$ cat src/rtl/if_id_skid_buffer.sv
// Two-entry skid buffer between instruction fetch and decode.
// in_ready depends only on the registered state, so the fetch side never sees a combinational path from decode.
module if_id_skid_buffer #(
  parameter int          PC_WIDTH = 32,
  parameter logic [31:0] NOP_WORD = 32'h0000_0000
) (
  input  logic                clk,
  input  logic                rst_n,
  input  logic                in_valid,
  output logic                in_ready,
  input  logic [31:0]         in_inst,
  input  logic [PC_WIDTH-1:0] in_pc,
  input  logic                flush,
  output logic                out_valid,
  input  logic                out_ready,
  output logic [31:0]         out_inst,
  output logic [PC_WIDTH-1:0] out_pc
);

  typedef enum logic [1:0] {
    EMPTY = 2'b00,
    ONE   = 2'b01,
    FULL  = 2'b10
  } state_t;

  state_t              state;
  state_t              state_next;
  logic [31:0]         main_inst;
  logic [PC_WIDTH-1:0] main_pc;
  logic [31:0]         skid_inst;
  logic [PC_WIDTH-1:0] skid_pc;
  logic                push;
  logic                pop;
  logic                load_main_in;
  logic                load_main_skid;
  logic                load_skid_in;

  assign in_ready  = (state == EMPTY) || (state == ONE);
  assign out_valid = (state == ONE) || (state == FULL);
  assign push      = in_valid & in_ready;
  assign pop       = out_valid & out_ready;
  assign out_inst  = out_valid ? main_inst : NOP_WORD;
  assign out_pc    = out_valid ? main_pc : '0;

  always_comb begin
    state_next     = state;
    load_main_in   = 1'b0;
    load_main_skid = 1'b0;
    load_skid_in   = 1'b0;
    case (state)
      EMPTY: begin
        if (push) begin
          state_next   = ONE;
          load_main_in = 1'b1;
        end
      end
      ONE: begin
        if (push && pop) begin
          load_main_in = 1'b1;
        end else if (push) begin
          state_next   = FULL;
          load_skid_in = 1'b1;
        end else if (pop) begin
          state_next = EMPTY;
        end
      end
      FULL: begin
        if (pop) begin
          state_next     = ONE;
          load_main_skid = 1'b1;
        end
      end
      default: state_next = EMPTY;
    endcase
    // Redirect wins over everything; data loads are harmless since the state goes EMPTY.
    if (flush) begin
      state_next = EMPTY;
    end
  end

  always_ff @(posedge clk) begin
    if (!rst_n) begin
      state <= EMPTY;
    end else begin
      state <= state_next;
    end
  end

  always_ff @(posedge clk) begin
    if (load_main_in) begin
      main_inst <= in_inst;
      main_pc   <= in_pc;
    end else if (load_main_skid) begin
      main_inst <= skid_inst;
      main_pc   <= skid_pc;
    end
    if (load_skid_in) begin
      skid_inst <= in_inst;
      skid_pc   <= in_pc;
    end
  end

endmodule

$ cat config.mk
export PLATFORM = sky130hd
export DESIGN_NAME = if_id_skid_buffer
export DESIGN_NICKNAME = d
export VERILOG_FILES = /design/src/rtl/if_id_skid_buffer.sv
export SDC_FILE = /design/constraint.sdc
export NUM_CORES = 1
export LEC_CHECK = 0
export CAP_MARGIN = 20
export CORE_UTILIZATION = 53
export CTS_CLUSTER_SIZE = 12
export DETAILED_ROUTE_END_ITERATION = 8
export PLACE_DENSITY = 0.93
export SYNTH_ARGS = -nofsm -noshare
export SYNTH_HDL_FRONTEND = slang
export SYNTH_SLANG_ARGS = --single-unit
$ cat constraint.sdc
create_clock -name clk -period 7.15 [get_ports clk]
set_input_delay 0.715 -clock clk [delete_from_list [all_inputs] [get_ports clk]]
set_output_delay 0.715 -clock clk [all_outputs]
set_load 0.05 [all_outputs]
==> impl_results.md <==
- Via count normalized by instance count: 5.06
- Proportion of synthesized chip area in sequential cells: 70.9%
- Latest clock arrival within the worst-skew pair: 490 ps
- Total negative slack: 0 ps
- Iteration count of the initial detailed-routing pass: 5
- Least-Margin Pin Slew: 1100 ps
- Final routed wire length divided by cell count: 17.1 um
- Post-CTS sizing: 0
- TritonCTS clock tree: done
- Initial standard-cell utilization of the core: 55.3%
- Die span in y: 104 um
- Cell at the root of the clock tree: clkbuf_8
- Syn nets: 374
- Async SR Flop Fraction: 0%
- Critical path data required time: 6430 ps
- Max transition margin: 26.9%
- Number of H-tree levels: 4
- Relative contribution of the clock network to total power: 42.6%
- Proportion of power drawn by flip-flops and latches: 43.8%
- Cells along the critical path: inv_1 > ha_2 > buf_16 > and2_1 > clkdlybuf4s50_1
- Area of the core region: 9910 um2
- Total of warnings raised by yosys: 0
- Amount of wire on met3 after detailed routing: 451 um
- Run status: complete, no violations
- Arrival time at the worst endpoint: 2940 ps
- M1 WL: 4320 um
- Setup repair after global routing missed its margin: no
- EDFF count, synth: 128
- Width of the die: 104 um
- Floorplan die area: 10700 um2
- Setup Fix Bufs, Post-CTS: 0
- # port buffers: 134
- DR WL met2: 5190 um
- Bufs on Longest Clock Path: 2
- Layout cell share with drive strength beyond 1: 22.6%
- Routed vias: 2976
- Global-route wire length before repair: 15900 um
- Per-instance average area after synthesis: 18.3 um2
- Number of nets with antenna violations after routing: 0
- Highest signal layer in the routed design: met4
- Num CTS Buffers: 17
- Worst setup path class: reg -> out
- N_diodes: 0
- Library cell contributing the largest single delay on the critical path: clkdlybuf4s50_1
- Max-slew violations: 0
- Library cells used by synthesis: 24
- Hold violation total from the final report: 0
- Detailed Place HPWL: 6450 um
- P_int: 1.58 mW
- Gate power share: 13.6%
- Largest vdd supply drop: 0.000180 V
- Remaining global-route overflow: 0
- Post-CTS clock slew at the launch and capture registers of the worst setup and hold paths: 60 ps
- Min-Delay Path Class: reg -> reg
- Vias in the first global route: 3087
- Cell family with most CP delay: buffers and inverters
- Sw frac: 22.9%
- Highest clock frequency the design can meet: 0.273 GHz
- Static Leakage: 2.78 nW
- Finish-stage setup viols: 0
- Sink count of the clock tree: 130
- Fin crit share: 51.1%
- Max-Cap Viols: 0
- Final Net Count: 516
- Hold-fix buffers at CTS: 0
- Element type at the critical path end: output pin
- Maximum number of pins on one net before global-route repair: 69
- Mapped Cells: 300
- Layout area overhead: 38.1%
- Crit path max fanout: 36
- Standard-cell rows: 36
- Worst setup SP type: flop
- Worst path buffer plus inverter count: 3
- Synthesized flop and latch total: 130
- Post-layout min period: 3660 ps
- Worst Setup Slack, final: 3490 ps
- Starting DRT DRC Count: 109
- Total standard cell area after synthesis: 5480 um2
- Overall fraction of global-route tracks in use: 19.6%
- Power per unit of standard cell area: 271 nW/um2
- DRC violation count after routing: 0
- Final weighted congestion of routability-driven global placement: 0.782
- Number of antenna violations at the first check in global routing: 0
- Total Wirelength: 10100 um
- Switching power: 470 uW
- Worst setup slack before clock tree synthesis: 3820 ps
- Worst setup skew after layout: 6.07 ps
- # IOs: 135
- Critical path's largest stage delay: 820 ps
- Primary FF master, synth: edfxtp_1
- Min Hold Slack: 535 ps
-- worst register-to-register path, delay by kind of cell (launching register included) --
family	cells	cell delay [ps]
DFF	1	410
buffers and inverters	3	1220
adders and majority gates	1	510
AOI/OAI and AO/OA	1	150
muxes	1	460
and+or+nand+nor	2	190
-- final cells by class --
cell class	count	area [um2]
flip-flops and latches	130	3880
well taps	133	166
multi-input cells	154	1520
fillers	603	2340
clock buffers	18	418
repair buffers	137	1380
clock inverters	14	188
inverters	2	7.51
-- stage by stage --
stage	power, mW	instance area [um2]	cells	util (%)
after CTS	2.06	7540	587	76.1
after detailed placement	1.19	6940	555	70.0
final	2.05	7570	588	76.4
after global placement	1.18	6940	555	70.0
after global routing	2.11	7570	588	76.4
after floorplan	1.09	5480	300	-
-- cells by family (layout without fill, tap and decap cells) --
logic type / Yosys count / after routing / synth area share, %
flip-flops: 130 / 130 / 70.9
AND/OR/NAND/NOR: 76 / 76 / 8.34
multiplexers: 66 / 66 / 16.9
buffers and inverters: 16 / 171 / 1.94
AO/OA/AOI/OAI: 7 / 7 / 0.822
adder cells (fa/ha/maj): 5 / 5 / 1.14
-- cell usage after synthesis (2+ instances only) --
cell,n,share of area (%)
clkbuf_1,6,0.41
mux2_4,49,13
and2_1,64,7.3
buf_6,6,1.2
o21ai_0,2,0.18
dfxtp_1,2,0.73
inv_1,2,0.14
mux2_2,15,3.1
nand2_1,4,0.27
mux2i_1,2,0.37
a21oi_1,2,0.18
ha_1,5,1.1
nor2_1,3,0.21
edfxtp_1,128,70
-- cell usage in the layout, fill, tap and decap left out, types with 2 or more instances in the layout --
master,synthesis,routed
mux2i_1,2,2
clkbuf_16,0,16
clkinv_2,0,3
nand2_1,4,3
clkinv_4,0,2
bufinv_16,0,4
nor2_1,3,3
clkinvlp_4,0,3
ha_1,5,4
buf_4,0,2
clkdlybuf4s50_1,0,134
edfxtp_1,128,128
mux2_2,15,15
o21ai_0,2,2
mux2_4,49,49
and2_1,64,64
inv_1,2,2
dfxtp_1,2,2
-- routing by layer --
layer,vias up,track usage (%)
met1,1459,24.2
met4,0,8.06
met3,11,4.78
met5,-,0
met2,103,33.2
li1,1403,-
-- registers in the layout, indices dropped and copies added (netlist names) --
register and cells:
state 2, skid_pc 32, main_inst 32, skid_inst 32
main_pc 32
-- final timing paths --
kind	from	to	slack (ps)	cells after the start
worst min register to register	state[0]	state[0]	530	2
worst max-delay path	state[0]	out_pc[31]	3490	5
worst max register to register	state[0]	main_pc[7]	3950	8
worst min-delay path	state[0]	state[0]	530	2
-- power by group through the flow --
stage	logic, mW	registers [mW]	clock network, mW
final	0.279	0.899	0.874
after global routing	0.293	0.902	0.920
after CTS	0.278	0.900	0.885
after detailed placement	0.277	0.915	0
after global placement	0.268	0.913	0
after floorplan	0.176	0.913	0
(Power assumes the default switching activity.)
==> edit: new RTL, same flow settings <==
Make the reset (`rst_n`) asynchronous in one clocked block.
--- a/src/rtl/if_id_skid_buffer.sv
+++ b/src/rtl/if_id_skid_buffer.sv
@@ -78,7 +78,7 @@
     end
   end
 
-  always_ff @(posedge clk) begin
+  always_ff @(posedge clk or negedge rst_n) begin
     if (!rst_n) begin
       state <= EMPTY;
     end else begin
Behaviour: differs if rst_n is asserted again (counterexample within 4 cycles, from zero or initial values and one cycle with rst_n low); with rst_n held inactive, the same outputs for 10 cycles.
==> edit against the original RTL <==
Cell area down 3.9%; sequential cell count unchanged; worst setup slack worse by 0.18 ns; routed wire length down 0.54%; synthesized area down 3.6%; first-iteration DRC count up 28%; critical path depth down 1; fmax down 4.6%; count of clock-buffer cells in the layout up 1.
Power is not compared: it rests on default switching activity, and its combinational part moved more than twofold at a synthesized area within 25%.
==> edit: results (changes against the original RTL) <==
Critical path
  • Critical path's largest stage delay: 0.96 ns (+0.14 ns)
  • Worst-path fanout max: 69 (+92%)
  • Worst setup slack for register-to-register paths: 3.52 ns (-0.43 ns)
  • Dominant delay contributor by cell family on the critical path: adder cells
  • CP max stage cell: sky130_fd_sc_hd__ha_2
  • Arrival time at the worst endpoint: 3.12 ns (+0.18 ns)

Clock tree
  • CTS root buffer: sky130_fd_sc_hd__clkbuf_8
  • Clock latency at the later pin of the worst-skew pair: 0.52 ns (+0.03 ns)
  • Clk buf depth: 2 (unchanged)
  • Maximum level of the CTS H-tree: 4 (unchanged)
  • Register clock-pin slew on the reported worst setup and hold paths: 0.06 ns (about the same)

Detailed routing
  • Number of DRC markers in iteration 0: 140 (+28%)
  • Total met3 wirelength after detailed routing: 479 um (+6.2%)
  • First drt pass iteration count: 4 (-1)
  • WL met2: 5220 um (+0.56%)
  • Routed len/inst: 17.2 um (+0.15%)
  • Via count of the routed design: 2,982 (+0.20%)
  • Routed length on met1: 4240 um (-2.0%)

Synth
  • Leading cell types by count after synthesis: 128 x sky130_fd_sc_hd__edfxtp_1, 64 x sky130_fd_sc_hd__and2_1, 49 x sky130_fd_sc_hd__mux2_1
  • Net count of the mapped netlist: 371 (-0.80%)
  • Post-synthesis async set-or-reset flop share: 1.54% (+1.5 points)
  • Synth Area in Adders: 0.948% (-0.19 points)
  • Main area contributors after synthesis: sky130_fd_sc_hd__edfxtp_1 73%, sky130_fd_sc_hd__mux2_1 10%, sky130_fd_sc_hd__and2_1 7.6%
  • Share of synthesized area spent on multiplexers: 13.6% (-3.2 points)
  • Synthesized-area fraction occupied by ao, oa, aoi and oai cells: 0.995% (+0.17 points)
  • Portion of the post-synthesis area used by sequential elements: 73.7% (+2.8 points)

Placed design
  • Cell area after placement: 6730 um^2 (-2.9%)
  • Estimated wirelength of the detail-placed design: 6300 um (-2.4%)
  • GPL Wtd Cong: 0.728 (-7.0%)

STA
  • Final setup skew: 0.0125 ns (+0.00648 ns)
  • Worst-case hold slack: 0.373 ns (-0.162 ns)
  • Post-route worst setup slack: 3.32 ns (-0.177 ns)
  • Slew at the pin closest to its max-slew limit: 0.964 ns (-0.133 ns)
  • Max-slew violations: 0 (unchanged)

Global route
  • Antenna violations before repair: 0 (unchanged)
  • Global-route wire length before repair: 15,400 um (-3.2%)
  • Number of global-route vias before repair: 3,085 (-0.065%)
  • Met2 usage in global routing: 35.6% (+2.4 points)
  • Global-route met1 utilization: 24.8% (+0.67 points)
  • Grt met3 use: 5.88% (+1.1 points)
  • Total global-route track usage: 20.6% (+1.0 points)
  • Maximum number of pins on one net before global-route repair: 70 (+1.4%)

Final layout
  • Fraction of final layout cells sized beyond drive strength 1: 10.6% (-12 points)
  • Filler cell count: 602 (-0.17%)
  • Total Nets Final: 511 (-0.97%)

Power
  • Maximum vdd ir drop: 0.190 mV

Floorplan
  • Starting density of the core: 54.3% (-1.0 points)

Status
  • Run status: completed

Hold path
  • Worst hold-check path type: in2async
-- edit: cell types whose count changed in the layout (fill, tap and decap cells not counted), moves of 2 or more --
cell | before | now
sky130_fd_sc_hd__dfrtp_1 | 0 | 2
sky130_fd_sc_hd__clkinv_1 | 1 | 3
sky130_fd_sc_hd__nor2_1 | 3 | 1
sky130_fd_sc_hd__clkinv_4 | 2 | 0
sky130_fd_sc_hd__mux2_4 | 49 | 0
sky130_fd_sc_hd__dfxtp_1 | 2 | 0
sky130_fd_sc_hd__clkinv_2 | 3 | 5
sky130_fd_sc_hd__bufinv_16 | 4 | 2
sky130_fd_sc_hd__mux2i_1 | 2 | 0
sky130_fd_sc_hd__mux2_1 | 0 | 49
-- edit: report_power, final --
group | internal (mW) | leakage (nW) | switching (mW)
combinational | 0.245 | 1.02 | 0.448
clock | 0.487 | 0.260 | 0.294
sequential | 0.962 | 1.22 | 0.0212
-- edit: path summary, 6_finish.rpt --
path                                from             to  depth (start not counted)
max                             state[0]     out_pc[10]                          4
min                                rst_n       state[1]                          1
max reg2reg                     state[0]    main_pc[26]                          5
min reg2reg                skid_inst[22]  main_inst[22]                          1
max in group asynchronous          rst_n       state[0]                          1
min in group clk           skid_inst[22]  main_inst[22]                          1
-- edit: layout make-up --
type | instances | area, um^2 | area share, %
Tap cell | 133 | 166 | 2.29
Timing Repair Buffer | 135 | 1350 | 18.5
Sequential cell | 130 | 3890 | 53.5
Clock inverter | 13 | 119 | 1.63
Inverter | 2 | 7.51 | 0.103
Clock buffer | 19 | 422 | 5.80
Multi-Input combinational cell | 152 | 1320 | 18.1
-- edit: metrics by stage --
step	power, mW	instances
floorplan	1.46	298
global placement	1.67	552
detailed placement	1.69	552
CTS	2.48	584
global route	2.55	584
finish	2.46	584
